### config.mk
export PLATFORM = sky130hd
export DESIGN_NAME = alu_seq
export DESIGN_NICKNAME = d
export VERILOG_FILES = /design/src/rtl/alu_seq.sv
export SDC_FILE = /design/constraint.sdc
export NUM_CORES = 1
export LEC_CHECK = 0
export ABC_AREA = 1
export BUFFER_PORTS_ARGS = -buffer_cell sky130_fd_sc_hd__buf_2
export CAP_MARGIN = 0
export CORE_ASPECT_RATIO = 1.4
export CORE_MARGIN = 4
export CORE_UTILIZATION = 54
export DETAILED_ROUTE_END_ITERATION = 8
export PLACE_DENSITY = 0.73
export SETUP_SLACK_MARGIN = 0.5
export SLEW_MARGIN = 20
export SYNTH_ARGS = -nofsm -noshare
export SYNTH_HDL_FRONTEND = slang
export SYNTH_SLANG_ARGS = --single-unit
### constraint.sdc
create_clock -name clk -period 3.1 [get_ports clk]
set_input_delay 0.31 -clock clk [delete_from_list [all_inputs] [get_ports clk]]
set_output_delay 0.31 -clock clk [all_outputs]
set_load 0.02 [all_outputs]
### src/rtl/alu_seq.sv
// Registered ALU with start/busy/done handshake and shift-add multiply.
// Define ALU_OVF_FLAG_EN to add the signed-overflow output v.
module alu_seq #(
  parameter int WIDTH = 8
) (
  input  logic             clk,
  input  logic             reset,
  input  logic             start,
  input  logic             l,
  input  logic [1:0]       op,
  input  logic             mul,
  input  logic [WIDTH-1:0] a,
  input  logic [WIDTH-1:0] b,
  output logic [WIDTH-1:0] r,
  output logic             z,
  output logic             c,
  output logic             s,
  output logic             busy,
  output logic             done
`ifdef ALU_OVF_FLAG_EN
  ,
  output logic             v
`endif
);

  localparam int CW = $clog2(WIDTH + 1);
  localparam int PW = 2 * WIDTH;

  typedef enum logic [1:0] {
    IDLE,
    EXEC,
    MUL
  } state_t;

  state_t state_q, state_d;

  logic [WIDTH-1:0] a_q, a_d;
  logic [WIDTH-1:0] b_q, b_d;
  logic             l_q, l_d;
  logic [1:0]       op_q, op_d;
  logic [PW-1:0]    mcand_q, mcand_d;
  logic [PW-1:0]    prod_q, prod_d;
  logic [CW-1:0]    cnt_q, cnt_d;
  logic [WIDTH-1:0] r_q, r_d;
  logic             c_q, c_d;
  logic             busy_q, busy_d;
  logic             done_q, done_d;

  logic [WIDTH-1:0] x;
  logic [WIDTH-1:0] yb;
  logic             cin;
  logic [WIDTH:0]   sum;
  logic [WIDTH-1:0] alu_r;
  logic             alu_c;
  logic [PW-1:0]    prod_nxt;
  logic             mul_last;

  // b_q doubles as the multiplier shift register in MUL
  assign prod_nxt = prod_q + (b_q[0] ? mcand_q : '0);
  assign mul_last = (state_q == MUL) && (cnt_q == CW'(1));

  always_comb begin
    x   = a_q;
    yb  = '0;
    cin = 1'b0;
    unique case (op_q)
      2'b00: begin x = a_q;  cin = 1'b1; end
      2'b01: begin x = ~b_q; cin = 1'b1; end
      2'b10: begin x = a_q;  yb = b_q; end
      2'b11: begin
        x   = a_q;
        yb  = ~b_q;
        cin = 1'b1;
      end
    endcase
    sum = {1'b0, x} + {1'b0, yb}
        + {{WIDTH{1'b0}}, cin};
    alu_r = sum[WIDTH-1:0];
    alu_c = sum[WIDTH];
    if (l_q) begin
      alu_c = 1'b0;
      unique case (op_q)
        2'b00: alu_r = a_q & b_q;
        2'b01: alu_r = a_q | b_q;
        2'b10: alu_r = a_q ^ b_q;
        2'b11: alu_r = ~a_q;
      endcase
    end
  end

  always_comb begin
    state_d = state_q;
    a_d     = a_q;
    b_d     = b_q;
    l_d     = l_q;
    op_d    = op_q;
    mcand_d = mcand_q;
    prod_d  = prod_q;
    cnt_d   = cnt_q;
    r_d     = r_q;
    c_d     = c_q;
    busy_d  = busy_q;
    done_d  = 1'b0;
    unique case (state_q)
      IDLE: begin
        if (start) begin
          a_d    = a;
          b_d    = b;
          l_d    = l;
          op_d   = op;
          busy_d = 1'b1;
          if (mul) begin
            state_d = MUL;
            cnt_d   = CW'(WIDTH);
            prod_d  = '0;
            mcand_d = {{WIDTH{1'b0}}, a};
          end else begin
            state_d = EXEC;
          end
        end
      end
      EXEC: begin
        r_d     = alu_r;
        c_d     = alu_c;
        done_d  = 1'b1;
        busy_d  = 1'b0;
        state_d = IDLE;
      end
      MUL: begin
        prod_d  = prod_nxt;
        mcand_d = mcand_q << 1;
        b_d     = b_q >> 1;
        cnt_d   = cnt_q - CW'(1);
        if (mul_last) begin
          r_d     = prod_nxt[WIDTH-1:0];
          c_d     = |prod_nxt[PW-1:WIDTH];
          done_d  = 1'b1;
          busy_d  = 1'b0;
          state_d = IDLE;
        end
      end
      default: state_d = IDLE;
    endcase
  end

  always_ff @(posedge clk) begin
    if (reset) begin
      state_q <= IDLE;
      a_q     <= '0;
      b_q     <= '0;
      l_q     <= 1'b0;
      op_q    <= '0;
      mcand_q <= '0;
      prod_q  <= '0;
      cnt_q   <= '0;
      r_q     <= '0;
      c_q     <= 1'b0;
      busy_q  <= 1'b0;
      done_q  <= 1'b0;
    end else begin
      state_q <= state_d;
      a_q     <= a_d;
      b_q     <= b_d;
      l_q     <= l_d;
      op_q    <= op_d;
      mcand_q <= mcand_d;
      prod_q  <= prod_d;
      cnt_q   <= cnt_d;
      r_q     <= r_d;
      c_q     <= c_d;
      busy_q  <= busy_d;
      done_q  <= done_d;
    end
  end

  assign r    = r_q;
  assign z    = ~|r_q;
  assign s    = r_q[WIDTH-1];
  assign c    = c_q;
  assign busy = busy_q;
  assign done = done_q;

`ifdef ALU_OVF_FLAG_EN
  logic             v_q, v_d;
  logic             y_sign;
  logic [WIDTH-1:0] b_neg;
  logic             alu_v;

  assign b_neg = ~b_q + WIDTH'(1);

  // adder Y input sign: 1 for inc/neg, B for add, -B for sub
  always_comb begin
    y_sign = 1'b0;
    if (op_q == 2'b10) y_sign = b_q[WIDTH-1];
    if (op_q == 2'b11) y_sign = b_neg[WIDTH-1];
    alu_v = ~l_q
          & (x[WIDTH-1] == y_sign)
          & (sum[WIDTH-1] != x[WIDTH-1]);
  end

  always_comb begin
    v_d = v_q;
    if (state_q == EXEC) v_d = alu_v;
    if (mul_last)        v_d = 1'b0;
  end

  always_ff @(posedge clk) begin
    if (reset) v_q <= 1'b0;
    else       v_q <= v_d;
  end

  assign v = v_q;
`endif

endmodule

* After elaboration in Yosys (flattened, before gate mapping) *
Index checks and enable logic that the tools add are counted.

cells by class
  equality and inequality tests = 9
  muxes and demuxes = 31
  bitwise operators = 5
  reductions and logical operators = 17
  add/subtract/negate cells = 4

operators with widths
  operator                                        number
  two-way mux 16 bit                              5
  case mux 16 bit (2 select lines)                2
  case mux 8 bit (2 select lines)                 4
  case mux 8 bit (4 select lines)                 1
  two-way mux 8 bit                               3
  adder 16 bit                                    1
  inverter 8 bit                                  2
  OR reduction 8 bit                              2
  adder 8 x 8 -> 9 bit                            1
  adder 9 x 1 -> 9 bit                            1
  bitwise AND 8 bit                               1
  two-way mux 4 bit                               2
  bitwise OR 8 bit                                1
  case mux 4 bit (2 select lines)                 1
  AND reduction 2 bit                             4
  XOR 8 bit                                       1
  == test 2 bit (second input constant)           3
  two-way mux 1 bit                               6
  two-way mux 2 bit                               3
  inequality test 2 bit (second input constant)   3
  AND reduction 3 bit                             2
  OR reduction 3 bit                              2
  == test 2 x 1 -> 1 bit (second input constant)  2
  == test 4 x 1 -> 1 bit (second input constant)  1
  other kinds (9)                                 12

storage, ports and cells
  input port bits = 23
  output and inout bits = 13
  register bits after elaboration = 68
  logic and storage cells = 78

* Longest topological paths before layout *
Gate-level depths: netlist of the first run.

  depth after elaboration = 7
  gate-level depth with buffers = 19
  depth with buffers taken out = 17

* Least setup slack after synthesis of the first run *
Ideal clock, no wire load.

  kind = flip-flop to flip-flop
  from = reg op_q[0]
  to = reg r_q[6], in the netlist r[6]
  path slack = 498 ps
  path buffers = 1
  data arrival time = 2480 ps
  data required time = 2978 ps
  cell stages (with the launch flop) = 15
  setup time = 122 ps
  period minus slack after synthesis = 2602 ps
  cell sequence = dfxtp_1 -> inv_2 -> nor2_4 -> clkbuf_1 -> o21ai_0 -> fa_1 -> fa_1 -> inv_1 -> nand2_1 -> nand2_1 -> a21oi_1 -> o21ai_0 -> xor2_1 -> o21ai_0 -> a21oi_1

on the way
  cells in the longest elaborated chain, start to end = 7
  elaborated cells between the ends (all ways) = 14
  those cells by class = 2 x add/sub; 3 x eq/ne; 6 x mux; 3 x reduce/logical

RTL lines
  what                                                     line    source
  from (decl)                                              40      logic [1:0] op_q, op_d;
  from (signal assigned)                                   165     op_q <= op_d;
  == test 2 bit / zero test 2 bit (equally long branches)  66, 82
  OR reduction 3 bit (no line)                             -
  case mux 8 bit (2 select lines)                          66      unique case (op_q)
  adder 8 x 8 -> 9 bit                                     76      sum = {1'b0, x} + {1'b0, yb}
  adder 9 x 1 -> 9 bit                                     77      + {{WIDTH{1'b0}}, cin};
  two-way mux 8 bit *                                      80      if (l_q) begin
  case mux 8 bit (2 select lines) *                        104     unique case (state_q)
  to (signal assigned)                                     169     r_q <= r_d;
  to (decl)                                                44      logic [WIDTH-1:0] r_q, r_d;

Every way passes the cells marked *; elsewhere a longest branch is shown, timed or not.
A chain may end at the register's enable or synchronous reset.

* Worst setup path in the final report of the first run *
Ends and elaborated chain as after synthesis.

==> run summary, run 1 <==
run status = completed
Internal Pwr Total = 0.00177 W
initial antenna violation count = 0
Worst Path Class, Setup = reg -> reg
Critical Path RT = 3360 ps
commonest non-fill, non-tap cell in the layout = nand2_1
Static Leak = 2.75 nW
Routed Wire Length = 13.0 mm
clock share of power = 39.2%
unique cell type count in the Yosys netlist = 41
Sw Share = 31.7%
# hold bufs at CTS = 0
Arrival @ worst endpoint = 2790 ps
clock tree from TritonCTS = done
port buffer count = 35
die height = 120 µm
maximum clock path buffer count = 2
number of global-route vias before repair = 4742
Fmax = 0.396 GHz
cell area after synthesis = 4810 µm²
layout cells sized above 1 = 13.3%
Die ar. = 10500 µm²
critical path, cell by cell = inv_2, nor2_4, buf_4, nand2_1, o21ai_2, fa_2, fa_1, inv_1, nand2_1, nand2_1, a21oi_2, o21ai_1, xor2_1, o21ai_1, a21oi_1
RSZ-0062 raised after global routing = yes
Async SR Flop Fraction = 0%
Min Hold Slack = 248 ps
VDD IR max = 414 µV
Inserted Diodes = 0
core outline area = 8660 µm²
clk_lat worst skew = 330 ps
I/O pin total = 36
Crit path top cell by count = nand2_1
Layout Nets = 833
slowest stage delay, CP = 410 ps
synthesized area per cell = 6.60 µm²
Max-slew headroom = 52.5%
Sw Pwr = 0.000822 W
GRT Residual Overflow = 0
vias = 4775
dpl hpwl = 9.80 mm
fin crit period = 2530 ps
Crit-path slowest cell = fa_2
gp weighted congestion = 0.938
area of the multi-input gates = 2940 µm²
Comb pwr share = 22.9%
Final Skew = 7.87 ps
crit-path max FO = 7
Post-DRT Antenna Nets = 0
CTS clk-pin slew, worst paths = 60 ps
routed len/inst = 14.9 µm
Slew Viols, Final = 0
first-pass GRT wire length = 21.4 mm
FF+latch area = 1370 µm²
Syn Nets = 798
residual DRC count = 0
Setup TNS Final = 0 ps
routed vias/inst = 5.47
Critical Path End Type = flop
area growth from synthesis to layout = 12.8%
die width = 87.8 µm
final hold violations = 0
period utilization = 81.5%
Hold Crit Class = in -> reg
TritonCTS buffer count = 9
Main synth FF type = dfxtp_1
# rows = 40
# setup viols final = 0
sequential area share after synthesis = 28.3%
register bit total from synthesis = 68
number of warnings issued by yosys = 0
Syn Inst Count = 728
DR iter-0 viols = 220
number of synthesized flops with an enable pin = 0
first drt pass iteration count = 5
CTS root buffer = clkbuf_16
most frequent cells in the layout = 203 x nand2_1, 94 x inv_1, 83 x a21oi_1
Overall Global Routing Usage = 25.7%
largest net degree at the start of global routing = 34
CTS sink count = 68
Starting Density = 55.5%
Flop pwr share = 37.9%
H-tree Lvls = 3
Power Dens Cells = 478 nW/µm²
slew at the pin closest to its max-slew limit = 711 ps
fillers = 827
Max Cap Viol = 0
CP Launch Type = flop
worst max-delay path, delay by kind of cell, from the launching register on:
kind	cells	cell delay, ps
adders and majority gates	2	780
AOI/OAI and AO/OA	5	560
buffers and inverters	3	310
and+or+nand+nor	4	270
DFF	1	360
xor gates and xnor gates	1	170
registers in the layout (all words and copies together) (netlist names):
register  cells
prod_q       16
a_q           8
done          1
cnt_q         4
l_q           1
mcand_q      16
state_q       2
op_q          2
busy          1
c             1
b_q           8
r             8
power groups by stage:
stage / combinational (W) / clock, W / sequential (W)
CTS: 0.000568 / 0.00104 / 0.000982
finish: 0.000593 / 0.00102 / 0.000984
global route: 0.000663 / 0.00108 / 0.000990
floorplan: 0.000395 / 0 / 0.00100
global placement: 0.000548 / 0 / 0.000999
detailed placement: 0.000561 / 0 / 0.00100
routing by layer:
| layer | vias to the layer above | global-route usage, % | share of wire (%) |
|---|---|---|---|
| li1 | 2435 | - | - |
| met1 | 2144 | 26.1 | 37 |
| met2 | 143 | 47.6 | 53 |
| met3 | 53 | 3.85 | 4.0 |
| met4 | 0 | 15.5 | 5.4 |
| met5 | - | 0 | 0 |
final cells by class:
type	count	share of cell area [%]
Tap cell	105	2.42
Timing Repair Buffer	52	5.65
Clock inverter	6	1.18
Sequential cell	68	25.2
Multi-Input combinational cell	529	54.2
Clock buffer	10	4.22
Inverter	103	7.17
what timing repair did:
item | 4_1_cts | 5_1_grt
endpoints found under the setup margin | 1 | 6
resized for setup | 1 | 12
pin swaps | 1 | 3
buffers inserted | 2 | 5
per-stage QoR:
stage / total power [W] / util, % / instances / setup WS (ps) / cell area (µm²)
global placement: 0.00155 / 58.3 / 850 / 490 / 5050
global route: 0.00273 / 62.6 / 873 / 467 / 5420
finish: 0.00259 / 62.6 / 873 / 572 / 5420
CTS: 0.00259 / 61.9 / 868 / 539 / 5360
floorplan: 0.00140 / - / 728 / 583 / 4810
detailed placement: 0.00156 / 58.3 / 850 / 420 / 5050
cells in the mapped netlist (3+ instances only):
library cell / n / area share [%]
nor2_4: 3 / 0.70
inv_1: 94 / 7.3
a21oi_1: 84 / 8.7
ha_1: 44 / 11
nand2_1: 203 / 16
fa_1: 3 / 1.2
buf_2: 10 / 1.0
nand2_2: 6 / 0.78
o21ai_0: 80 / 8.3
o221ai_1: 8 / 1.5
a31oi_1: 11 / 1.4
inv_2: 9 / 0.70
xor2_1: 4 / 0.73
nand3_1: 20 / 2.1
buf_4: 4 / 0.62
clkbuf_1: 12 / 0.94
dfxtp_1: 68 / 28
nor2_1: 30 / 2.3
logic make-up (layout without fill, tap and decap cells):
kind of cell               count (synthesis)  after routing  share of synthesized area (%)
DFF                                       68             68                           28.3
xor gates and xnor gates                   6              6                           1.09
and+or+nand+nor                          284            284                           25.7
buffers and inverters                    131            171                           11.0
AOI/OAI and AO/OA                        192            192                           21.3
adders and majority gates                 47             47                           12.7
worst paths after layout:
kind	slack, ps	from	cells after the start	endpoint
max	570	op_q[0]$_SDFFE_PP0P_	15	r[6]$_SDFFE_PP0P_
min	250	b[7]	3	b_q[7]$_SDFFE_PP0P_
min reg2reg	460	busy$_SDFFE_PP0P_	2	busy$_SDFFE_PP0P_
max reg2reg	570	op_q[0]$_SDFFE_PP0P_	15	r[6]$_SDFFE_PP0P_
No activity file was read; power rests on OpenSTA's default activity.
==> inputs of run 2 (changes only) <==
- clock period: 3.1 -> 2.44 ns (I/O delays scaled with it)
==> run 2 against run 1 <==
Global-route usage up 0.16 points. Via count up 6.1%. Count of clock-buffer cells in the layout is 1 higher. Hold slack lost 66 ps. Sequential power is 29% higher. Sequential share of layout area fell by 2.5 points. Cell count rose by 2.2%. Critical path type unchanged. Highest routed layer unchanged.
==> run summary, run 2 (synthesis results as in run 1) <==
run status = completed (unchanged)
period utilization = 92.8% (was 81.5%)
Inserted Diodes = 0 (unchanged)
first-pass GRT wire length = 21.5 mm (was 21.4 mm)
routed len/inst = 16.1 µm (was 14.9 µm)
commonest non-fill, non-tap cell in the layout = nand2_1 (unchanged)
area of the multi-input gates = 3310 µm² (was 2940 µm²)
Post-DRT Antenna Nets = 0 (unchanged)
Setup TNS Final = 0 ps (unchanged)
VDD IR max = 496 µV (was 414 µV)
layout cells sized above 1 = 24.4% (was 13.3%)
Sw Pwr = 0.00111 W (was 0.000822 W)
Slew Viols, Final = 0 (unchanged)
Max Cap Viol = 0 (unchanged)
Internal Pwr Total = 0.00246 W (was 0.00177 W)
final hold violations = 0 (unchanged)
dpl hpwl = 9.74 mm (was 9.80 mm)
# rows = 40 (unchanged)
slew at the pin closest to its max-slew limit = 496 ps (was 711 ps)
core outline area = 8660 µm² (unchanged)
clock share of power = 39.4% (was 39.2%)
gp weighted congestion = 0.898 (was 0.938)
Arrival @ worst endpoint = 2480 ps (was 2790 ps)
Routed Wire Length = 14.3 mm (was 13.0 mm)
Final Skew = 10.0 ps (was 7.87 ps)
GRT Residual Overflow = 0 (unchanged)
largest net degree at the start of global routing = 44 (was 34)
CTS clk-pin slew, worst paths = 60 ps (about the same)
Critical Path RT = 2660 ps (was 3360 ps)
clock tree from TritonCTS = done (unchanged)
fin area = 6060 µm² (was 5420 µm²)
Die ar. = 10500 µm² (unchanged)
DR iter-0 viols = 339 (was 220)
routed vias/inst = 5.68 (was 5.47)
I/O pin total = 36 (unchanged)
CTS root buffer = clkbuf_16 (unchanged)
vias = 5066 (was 4775)
Max-slew headroom = 66.9% (was 52.5%)
Comb pwr share = 25.1% (was 22.9%)
RSZ-0062 raised after global routing = yes (unchanged)
Hold Crit Class = in -> reg (unchanged)
CTS sink count = 68 (unchanged)
H-tree Lvls = 3 (unchanged)
number of global-route vias before repair = 4667 (was 4742)
most frequent cells in the layout = 185 x nand2_1, 85 x inv_1, 73 x a21oi_1 (was 203 x nand2_1, 94 x inv_1, 83 x a21oi_1)
Layout Nets = 853 (was 833)
initial antenna violation count = 0 (unchanged)
crit-path max FO = 8 (was 7)
area growth from synthesis to layout = 26.0% (was 12.8%)
TritonCTS buffer count = 9 (unchanged)
Power Dens Cells = 591 nW/µm² (was 478 nW/µm²)
Fmax = 0.442 GHz (was 0.396 GHz)
Critical Path End Type = flop (unchanged)
FF+latch area = 1370 µm² (about the same)
# setup viols final = 0 (unchanged)
Worst Path Class, Setup = reg -> reg (unchanged)
R2R Setup Slk = 180 ps (was 570 ps)
die height = 120 µm (unchanged)
registers with the most flip-flops = mcand_q x16, prod_q x16 (unchanged)
Flop pwr share = 35.4% (was 37.9%)
Overall Global Routing Usage = 25.9% (was 25.7%)
residual DRC count = 0 (unchanged)
Static Leak = 2.90 nW (was 2.75 nW)
CP Launch Type = flop (unchanged)
fin crit period = 2260 ps (was 2530 ps)
fillers = 712 (was 827)
port buffer count = 35 (unchanged)
die width = 87.8 µm (unchanged)
Starting Density = 55.5% (unchanged)
clk_lat worst skew = 340 ps (was 330 ps)
maximum clock path buffer count = 2 (unchanged)
first drt pass iteration count = 5 (unchanged)
Sw Share = 31.1% (was 31.7%)
placed inst area = 5140 µm² (was 5050 µm²)
## run 2: cell types whose count changed in the layout (fill, tap and decap cells not counted), sizes merged
cell | previous run | this run
buf | 52 | 70
bufinv | 1 | 2
clkbuf | 10 | 13
clkinvlp | 2 | 0
inv | 104 | 103
## run 2: routing by layer
metal,global-route usage [%],wire (µm)
met5,0,0
met1,26.6,5350
met4,13.0,673
met2,48.8,7730
met3,3.91,573
## run 2: critical path: stages (launching register included)
cell       delay [ps]
dfxtp_4           380
clkbuf_16         170
nand2_1            60
inv_1              70
ha_4              310
nand2_1           120
nor2_2            210
nand3_4           110
nand3_1           160
nand3_2            90
nor2_2            110
nand2_1            50
nor2_1             90
nand2_1            80
nand2_1            80
a21oi_2            50
## run 2: path summary, 6_finish.rpt
check                                         start             endpoint  cells past startpoint
worst min register to register    busy$_SDFFE_PP0P_    busy$_SDFFE_PP0P_                      2
worst max register to register  b_q[0]$_SDFFE_PP0P_       c$_SDFFE_PP0P_                     15
worst max-delay path            b_q[0]$_SDFFE_PP0P_       c$_SDFFE_PP0P_                     15
worst min-delay path                           b[7]  b_q[7]$_SDFFE_PP0P_                      3
## run 2: timing repair
action                                  4_1_cts  5_1_grt
resized for setup                            13       80
pin swaps                                    13       31
buffers inserted                              5       16
cloned                                        0        2
endpoints found under the setup margin       28       40
hold buffers                                  0        0
## run 2: stage by stage
| step | setup WS, ps | power, W | hold slack (ps) | util [%] | instances |
|---|---|---|---|---|---|
| 2_1_floorplan | 165 | 0.00180 | 313 | - | 728 |
| 3_3_place_gp | 173 | 0.00200 | 432 | 59.3 | 854 |
| 3_5_place_dp | 99.9 | 0.00202 | 441 | 59.3 | 854 |
| 4_1_cts | 209 | 0.00345 | 176 | 64.0 | 874 |
| 5_1_grt | 66.7 | 0.00373 | 205 | 70.0 | 892 |
| 6_report | 176 | 0.00358 | 182 | 70.0 | 892 |
## run 2: power groups by stage
stage               Sequential, W  Combinational, W  Clock [W]
floorplan                 0.00127          0.000525          0
global placement          0.00128          0.000720          0
detailed placement        0.00128          0.000736          0
CTS                       0.00126          0.000769    0.00142
global route              0.00128          0.000992    0.00146
finish                    0.00127          0.000899    0.00141
## run 2: layout make-up
type,count,area share [%]
multi-input cells,529,54.6
flip-flops and latches,68,22.7
repair buffers,72,8.78
inverters,103,6.59
clock buffers,11,4.01
well taps,105,2.17
clock inverters,4,1.22
